## src/rtl/uart_receiver_pkg.sv

```systemverilog
// uart_receiver_pkg: shared FSM type, line codes and oversampling constants for the UART receive path.
package uart_receiver_pkg;
    typedef enum logic [2:0] {
        RX_IDLE,
        RX_START,
        RX_SAMPLE,
        RX_PARITY,
        RX_DONE,
        RX_CONFIG_REQ
    } receiver_fsm_e;
    localparam logic RX_LINE_IDLE = 1'b1;
    localparam int COUNT_10MS = 500_000;
    localparam int RX_OVERSAMPLE = 16;
    localparam int RX_SAMPLE_TICK = 7;
    localparam logic [1:0] DW_5BIT = 2'd0;
    localparam logic [1:0] DW_6BIT = 2'd1;
    localparam logic [1:0] DW_7BIT = 2'd2;
    localparam logic [1:0] DW_8BIT = 2'd3;
    localparam logic [1:0] PARITY_EVEN = 2'd0;
    localparam logic [1:0] PARITY_ODD = 2'd1;
    localparam logic [1:0] PARITY_DISABLED1 = 2'd2;
    localparam logic [1:0] PARITY_DISABLED2 = 2'd3;
    localparam logic [1:0] SB_1BIT = 2'd0;
    localparam logic [1:0] SB_2BIT = 2'd1;
    localparam logic [1:0] SB_RESERVED1 = 2'd2;
    localparam logic [1:0] SB_RESERVED2 = 2'd3;
endpackage

```

## src/rtl/uart_receiver_if.sv

```systemverilog
// uart_receiver_if: serial input, frame configuration and received-word outputs of the UART receiver.
interface uart_receiver_if;
    logic rx_i;
    logic ov_tick_i;
    logic rx_enable_i;
    logic [1:0] data_width_i;
    logic [1:0] parity_mode_i;
    logic [1:0] stop_bits_i;
    logic [7:0] rx_data_o;
    logic rx_done_o;
    logic parity_error_o;
    logic frame_error_o;
    logic cfg_req_o;
    logic rx_idle_o;
    modport master (
        output rx_i, ov_tick_i, rx_enable_i, data_width_i, parity_mode_i, stop_bits_i,
        input rx_data_o, rx_done_o, parity_error_o, frame_error_o, cfg_req_o, rx_idle_o
    );
    modport slave (
        input rx_i, ov_tick_i, rx_enable_i, data_width_i, parity_mode_i, stop_bits_i,
        output rx_data_o, rx_done_o, parity_error_o, frame_error_o, cfg_req_o, rx_idle_o
    );
endinterface

```

## src/rtl/uart_rx_line_monitor.sv

```systemverilog
// uart_rx_line_monitor: 2-flop RX synchroniser plus saturating low-time counter that flags a configuration request.
module uart_rx_line_monitor import uart_receiver_pkg::*; #(
    parameter int CFG_REQ_CYCLES = COUNT_10MS,
    parameter int LOW_CNT_WIDTH = $clog2(CFG_REQ_CYCLES + 1)
) (
    input  logic clk,
    input  logic rst,
    input  logic rx,
    output logic rx_s,
    output logic cfg_req_hit
);
    logic rx_meta;
    logic [LOW_CNT_WIDTH-1:0] low_cnt;
    always_ff @(posedge clk)
        if (rst) begin
            rx_meta <= RX_LINE_IDLE;
            rx_s <= RX_LINE_IDLE;
            low_cnt <= '0;
        end else begin
            rx_meta <= rx;
            rx_s <= rx_meta;
            low_cnt <= rx_s ? '0 : (&low_cnt ? low_cnt : low_cnt + LOW_CNT_WIDTH'(1));
        end
    // Counter runs past the threshold, so the hit lasts a single cycle per low period
    assign cfg_req_hit = low_cnt == LOW_CNT_WIDTH'(CFG_REQ_CYCLES - 1);
endmodule

```

## src/rtl/uart_receiver.sv

```systemverilog
// uart_receiver: 16x-oversampled UART deserialiser with parity/frame checks and line-low config request.
// Optional: UART_RX_MAJORITY_VOTE_EN votes each bit over ticks 6/7/8 and samples at tick 8.
module uart_receiver import uart_receiver_pkg::*; #(
    parameter int CFG_REQ_CYCLES = COUNT_10MS,
    parameter int LOW_CNT_WIDTH = $clog2(CFG_REQ_CYCLES + 1)
) (
    input logic clk_i,
    input logic rst_i,
    uart_receiver_if.slave bus
);
`ifdef UART_RX_MAJORITY_VOTE_EN
    localparam logic [3:0] SAMPLE_PT = 4'(RX_SAMPLE_TICK + 1);
`else
    localparam logic [3:0] SAMPLE_PT = 4'(RX_SAMPLE_TICK);
`endif
    receiver_fsm_e state;
    logic rx_s, cfg_req_hit, bit_val, at_sample, at_boundary;
    logic p_err, f_err, stop_cnt, two_stop, last_stop;
    logic [3:0] tick_cnt;
    logic [2:0] bit_cnt;
    logic [1:0] dw, pm;
    logic [7:0] data_reg;

    uart_rx_line_monitor #(
        .CFG_REQ_CYCLES(CFG_REQ_CYCLES),
        .LOW_CNT_WIDTH(LOW_CNT_WIDTH)
    ) u_line_monitor (
        .clk(clk_i),
        .rst(rst_i),
        .rx(bus.rx_i),
        .rx_s(rx_s),
        .cfg_req_hit(cfg_req_hit)
    );

`ifdef UART_RX_MAJORITY_VOTE_EN
    localparam logic [3:0] VOTE_A = SAMPLE_PT - 4'd2;
    localparam logic [3:0] VOTE_B = SAMPLE_PT - 4'd1;
    logic [1:0] early;
    always_ff @(posedge clk_i)
        if (rst_i) early <= {2{RX_LINE_IDLE}};
        else if (bus.ov_tick_i && (tick_cnt == VOTE_A || tick_cnt == VOTE_B)) early <= {early[0], rx_s};
    assign bit_val = (early[1] & early[0]) | (early[1] & rx_s) | (early[0] & rx_s);
`else
    assign bit_val = rx_s;
`endif

    assign at_sample = bus.ov_tick_i && tick_cnt == SAMPLE_PT;
    assign at_boundary = bus.ov_tick_i && &tick_cnt;
    assign last_stop = !two_stop || stop_cnt;

    always_ff @(posedge clk_i)
        if (rst_i) begin
            state <= RX_IDLE;
            tick_cnt <= '0;
            bit_cnt <= '0;
            stop_cnt <= 1'b0;
            dw <= DW_5BIT;
            pm <= PARITY_EVEN;
            two_stop <= 1'b0;
            data_reg <= '0;
            p_err <= 1'b0;
            f_err <= 1'b0;
            bus.rx_data_o <= '0;
            bus.rx_done_o <= 1'b0;
            bus.parity_error_o <= 1'b0;
            bus.frame_error_o <= 1'b0;
            bus.cfg_req_o <= 1'b0;
            bus.rx_idle_o <= 1'b1;
        end else begin
            bus.rx_done_o <= 1'b0;
            bus.parity_error_o <= 1'b0;
            bus.frame_error_o <= 1'b0;
            bus.cfg_req_o <= 1'b0;
            if (bus.ov_tick_i) tick_cnt <= tick_cnt + 4'd1;
            // A long line-low wins over everything, including a frame finishing this cycle
            if (cfg_req_hit && state != RX_CONFIG_REQ) begin
                state <= RX_CONFIG_REQ;
                bus.cfg_req_o <= 1'b1;
                bus.rx_idle_o <= 1'b0;
            end else begin
                case (state)
                    RX_IDLE:
                        if (bus.rx_enable_i && !rx_s) begin
                            state <= RX_START;
                            bus.rx_idle_o <= 1'b0;
                            tick_cnt <= '0;
                            bit_cnt <= '0;
                            stop_cnt <= 1'b0;
                            dw <= bus.data_width_i;
                            pm <= bus.parity_mode_i;
                            two_stop <= bus.stop_bits_i == SB_2BIT;
                            data_reg <= '0;
                            p_err <= 1'b0;
                            f_err <= 1'b0;
                        end
                    RX_START:
                        if (at_sample && bit_val) begin
                            state <= RX_IDLE;
                            bus.rx_idle_o <= 1'b1;
                        end else if (at_boundary) state <= RX_SAMPLE;
                    RX_SAMPLE: begin
                        if (at_sample) data_reg[bit_cnt] <= bit_val;
                        if (at_boundary) begin
                            bit_cnt <= bit_cnt + 3'd1;
                            if (bit_cnt == {1'b1, dw}) state <= pm[1] ? RX_DONE : RX_PARITY;
                        end
                    end
                    RX_PARITY: begin
                        if (at_sample) p_err <= (^data_reg ^ bit_val) != (pm == PARITY_ODD);
                        if (at_boundary) state <= RX_DONE;
                    end
                    RX_DONE:
                        // Leave mid-stop-bit so a back-to-back start edge is caught
                        if (at_sample) begin
                            f_err <= f_err | ~bit_val;
                            if (last_stop) begin
                                state <= RX_IDLE;
                                bus.rx_idle_o <= 1'b1;
                                bus.rx_data_o <= data_reg;
                                bus.rx_done_o <= 1'b1;
                                bus.parity_error_o <= p_err;
                                bus.frame_error_o <= f_err | ~bit_val;
                            end
                        end else if (at_boundary) stop_cnt <= 1'b1;
                    RX_CONFIG_REQ:
                        if (rx_s) begin
                            state <= RX_IDLE;
                            bus.rx_idle_o <= 1'b1;
                        end
                    default: begin
                        state <= RX_IDLE;
                        bus.rx_idle_o <= 1'b1;
                    end
                endcase
            end
        end
endmodule

```

## src/flat_wrapper.sv

```systemverilog
// flat-port wrapper written by rule: the top's interface ports become plain ports
module uart_receiver_flat import uart_receiver_pkg::*;
#(
    parameter int CFG_REQ_CYCLES = COUNT_10MS,
    parameter int LOW_CNT_WIDTH = $clog2(CFG_REQ_CYCLES + 1)
)
  (clk_i, rst_i, bus_rx_i, bus_ov_tick_i, bus_rx_enable_i, bus_data_width_i, bus_parity_mode_i, bus_stop_bits_i, bus_rx_data_o, bus_rx_done_o, bus_parity_error_o, bus_frame_error_o, bus_cfg_req_o, bus_rx_idle_o);
  uart_receiver_if bus_i ();
  input logic clk_i;
  input logic rst_i;
  input wire logic [$bits(bus_i.rx_i)-1:0] bus_rx_i;
  input wire logic [$bits(bus_i.ov_tick_i)-1:0] bus_ov_tick_i;
  input wire logic [$bits(bus_i.rx_enable_i)-1:0] bus_rx_enable_i;
  input wire logic [$bits(bus_i.data_width_i)-1:0] bus_data_width_i;
  input wire logic [$bits(bus_i.parity_mode_i)-1:0] bus_parity_mode_i;
  input wire logic [$bits(bus_i.stop_bits_i)-1:0] bus_stop_bits_i;
  output wire logic [$bits(bus_i.rx_data_o)-1:0] bus_rx_data_o;
  output wire logic [$bits(bus_i.rx_done_o)-1:0] bus_rx_done_o;
  output wire logic [$bits(bus_i.parity_error_o)-1:0] bus_parity_error_o;
  output wire logic [$bits(bus_i.frame_error_o)-1:0] bus_frame_error_o;
  output wire logic [$bits(bus_i.cfg_req_o)-1:0] bus_cfg_req_o;
  output wire logic [$bits(bus_i.rx_idle_o)-1:0] bus_rx_idle_o;
  assign bus_i.rx_i = bus_rx_i;
  assign bus_i.ov_tick_i = bus_ov_tick_i;
  assign bus_i.rx_enable_i = bus_rx_enable_i;
  assign bus_i.data_width_i = bus_data_width_i;
  assign bus_i.parity_mode_i = bus_parity_mode_i;
  assign bus_i.stop_bits_i = bus_stop_bits_i;
  assign bus_rx_data_o = bus_i.rx_data_o;
  assign bus_rx_done_o = bus_i.rx_done_o;
  assign bus_parity_error_o = bus_i.parity_error_o;
  assign bus_frame_error_o = bus_i.frame_error_o;
  assign bus_cfg_req_o = bus_i.cfg_req_o;
  assign bus_rx_idle_o = bus_i.rx_idle_o;
  uart_receiver #(.CFG_REQ_CYCLES(CFG_REQ_CYCLES), .LOW_CNT_WIDTH(LOW_CNT_WIDTH)) u_core (.clk_i(clk_i), .rst_i(rst_i), .bus(bus_i));
endmodule
```

## config.mk

```make
export PLATFORM = sky130hd
export DESIGN_NAME = uart_receiver_flat
export DESIGN_NICKNAME = d
export VERILOG_FILES = /design/src/rtl/uart_receiver_pkg.sv /design/src/rtl/uart_receiver_if.sv /design/src/rtl/uart_rx_line_monitor.sv /design/src/rtl/uart_receiver.sv /design/src/flat_wrapper.sv
export SDC_FILE = /design/constraint.sdc
export NUM_CORES = 1
export LEC_CHECK = 0
export ABC_CLOCK_PERIOD_IN_PS = 3800
export CAP_MARGIN = 20
export CORE_ASPECT_RATIO = 0.5
export CORE_MARGIN = 1.5
export CORE_UTILIZATION = 61
export DETAILED_ROUTE_END_ITERATION = 6
export PLACE_DENSITY = 0.92
export RECOVER_POWER = 100
export SYNTH_ARGS = -nofsm -noshare
export SYNTH_HDL_FRONTEND = slang
export SYNTH_HIERARCHICAL = 1
export SYNTH_SLANG_ARGS = --single-unit
```

## constraint.sdc

```tcl
create_clock -name clk_i -period 3.8 [get_ports clk_i]
set_input_delay 1.14 -clock clk_i [delete_from_list [all_inputs] [get_ports clk_i]]
set_output_delay 1.14 -clock clk_i [all_outputs]
set_load 0.02 [all_outputs]
```

==> flow_summary.toml <==
[timing]
worstMarginPinSlew_ns = 0.741
post-route-period-util_pct = 84.5
max-slew-margin-rel_pct = 50.4
finalSetupViolCount = 0
fin_ws_ns = 0.590
max_freq_ghz = 0.312
rsz0062_at_grt = "no"
clock_skew_ns = 0.00784
hold_viol = 0
slew_viol_final = 0
tns_ns = 0
fin_crit_ns = 3.21

[synth]
syn-num-nets = 374
async_reset_ff_share_pct = 0
syn_inst = 360
yosys_warnings = 6
synth.yosys.seq_area_share_pct = 38.0
synth_top_area_share_pct = 38.0
synth.avg_cell_area_um2 = 8.78
netlist_area_um2 = 3160
netlist_top_cells_area = "dfxtp_1 (38%), mux2i_1 (5.4%), a21oi_1 (5.1%)"
synth_edf_count = 0
synth_top_area_cell = "dfxtp_1"
synth_top_flop_cell = "dfxtp_1"
synth_cell_types = 62
ys_seq_elements = 60

[place]
gp_congestion = 0.934
io_buffer_count = 23
postPlaceCellArea_um2 = 3390
dpl.hpwl_um = 4800
place_ws_ns = 0.589

[clocking]
cts_sinks = 60
cts_buffers = 9
ctsHtreeMaxLevel = 3
cts_root_buf = "clkbuf_8"
cts.path.max_buffers = 2
cts_resized = 0
cts_hold_buf = 0
post_cts_buffers = 0
insertion_delay_ns = 0.35
cts_tree = "yes"
clk_pin_slew_worst_paths_ns = 0.07

[die]
die-area_um2 = 5650
die_width_um = 105
chipHeight_um = 53.9
start_util_pct = 63.8
num_rows = 18
pin_count = 24
coreArea_um2 = 4950

[route]
drt_iter0_drc = 225
via_per_inst = 6.42
drc = 0
dr_total_vias = 2871
dr.pass1.iters = 4
routed_wl_um = 7350
ant_nets = 0
avgRoutedWirePerCell_um = 16.4

[critical_path]
cpMaxStageDelayCell = "nor4_1"
crit_buf_inv = 1
cp_top_family = "simple AND/OR/NAND/NOR gates"
slowest_delay_ns = 0.54
path_max_fanout = 13
worst_setup_path_start_kind = "flip-flop"
end_kind = "flip-flop"
cp.arrival_ns = 3.43
r2r_slack_ns = 0.59
cp_data_required_time_ns = 4.02
crit_type = "reg2reg"
path_cells = "ha_1 -> nand4_1 -> nor4_1 -> clkbuf_1 -> or2_0 -> nor4_4 -> mux2i_1 -> nor2_1"

[run_status]
status = "completed"

[finish]
areaGrowthSynthToFinish_pct = 13.3
drive_gt1_share_pct = 7.43
register_area_um2 = 1200
largest_reg_flops = 19
fillers = 350
finalNetCount = 387
diodes = 0
multi_input_area_um2 = 1820
fin_area_um2 = 3580

[power_and_ir_drop]
vdd_ir_drop_max_v = 0.000346
power.density_nw_per_um2 = 372
p_leak_nw = 1.17

[global_routing]
grtUsageTotal_pct = 26.9
grt_start_max_net_pins = 29
overflow = 0
grt_pass1_vias = 2489
grt_pass1_wl_um = 11700
antenna_found_initial = 0

[min_path]
hold_class = "reg2reg"

[job]
cap_violations = 0
-- synth_stat cells, types with 4 or more instances --
| cell type | n |
|---|---|
| a21oi_1 | 32 |
| clkbuf_1 | 16 |
| xnor2_1 | 9 |
| nand2b_1 | 6 |
| or3_1 | 7 |
| and4_1 | 5 |
| nor4_1 | 5 |
| nor2b_1 | 6 |
| buf_2 | 4 |
| nand3_1 | 10 |
| o21ai_0 | 11 |
| or4_1 | 8 |
| a31oi_1 | 8 |
| nand2_1 | 31 |
| a211oi_1 | 5 |
| nor3_1 | 6 |
| mux2i_1 | 17 |
| nand4_1 | 5 |
| o31ai_1 | 15 |
| dfxtp_1 | 60 |
| inv_1 | 6 |
| nor2_1 | 25 |
-- cells in the final DEF, fill, tap and decap left out, types with 3 or more instances in the layout --
cell and instances:
a211oi_1 5, a21boi_0 3, a21oi_1 32, a31oi_1 8, and4_1 5, clkbuf_1 4
clkbuf_8 12, clkdlybuf4s50_1 9, dfxtp_1 60, dlygate4sd3_1 14, ha_1 3, inv_1 6
mux2i_1 17, nand2_1 31, nand2b_1 6, nand3_1 10, nand4_1 6, nor2_1 25
nor2b_1 6, nor3_1 6, nor4_1 5, nor4b_1 3, o211ai_1 3, o21ai_0 11
o31ai_1 15, or3_1 7, or4_1 8, xnor2_1 9, xor2_1 3
-- per-layer routing --
metal / vias to the layer above / global-route usage, % / share of wire [%]
met5: - / 0 / 0
met4: 0 / 11.4 / 1.9
met3: 21 / 8.23 / 7.2
met2: 126 / 46.6 / 48
met1: 1349 / 32.2 / 43
li1: 1375 / - / -
-- final timing paths --
check                                             endpoint  cells past startpoint                             start
worst min-delay path            u_core/u_line_monitor/rx_s                      1     u_core/u_line_monitor/rx_meta
worst max register to register     u_core/bus.rx_data_o[5]                      8  u_core/u_line_monitor/low_cnt[0]
worst max-delay path               u_core/bus.rx_data_o[5]                      8  u_core/u_line_monitor/low_cnt[0]
worst min register to register  u_core/u_line_monitor/rx_s                      1     u_core/u_line_monitor/rx_meta
-- stage by stage --
stage / cells / hold WS, ns / util [%] / total power [mW]
after floorplan: 360 / 0.389 / - / 0.722
after global placement: 432 / 0.398 / 68.4 / 0.747
after detailed placement: 432 / 0.398 / 68.4 / 0.750
after CTS: 447 / 0.409 / 72.5 / 1.34
after global routing: 447 / 0.420 / 72.2 / 1.37
final: 447 / 0.404 / 72.2 / 1.33
-- area by class of cell --
| cell class | count | area share, % |
|---|---|---|
| Inverter | 6 | 0.629 |
| Timing Repair Buffer | 26 | 6.85 |
| Clock inverter | 1 | 0.839 |
| Sequential cell | 60 | 33.6 |
| Multi-Input combinational cell | 270 | 50.8 |
| Clock buffer | 14 | 4.83 |
| Tap cell | 70 | 2.45 |
-- power by group --
group	internal (mW)	switching, mW	leakage [nW]	total, mW
Sequential	0.637	0.0142	0.484	0.651
Combinational	0.0356	0.0526	0.582	0.0882
Clock	0.354	0.238	0.103	0.592
-- cell families (layout without fill, tap and decap cells) --
family                   after synthesis  after routing  synth area share, %
AND/OR/NAND/NOR                      142            142                 27.5
AO/OA/AOI/OAI                         95             95                 19.7
flip-flops                            60             60                 38.0
buffers and inverters                 30             47                 4.20
multiplexers                          17             17                 5.39
XOR/XNOR                              13             13                 4.04
adder cells (fa/ha/maj)                3              3                 1.19
-- worst register-to-register path: stages, from the launching register on --
cell and delay, ns:
dfxtp_1 0.45, ha_1 0.30, nand4_1 0.44, nor4_1 0.54, clkbuf_1 0.43, or2_0 0.46, nor4_4 0.16, mux2i_1 0.23
nor2_1 0.07
Note: power is estimated with default switching activity, not from simulation.
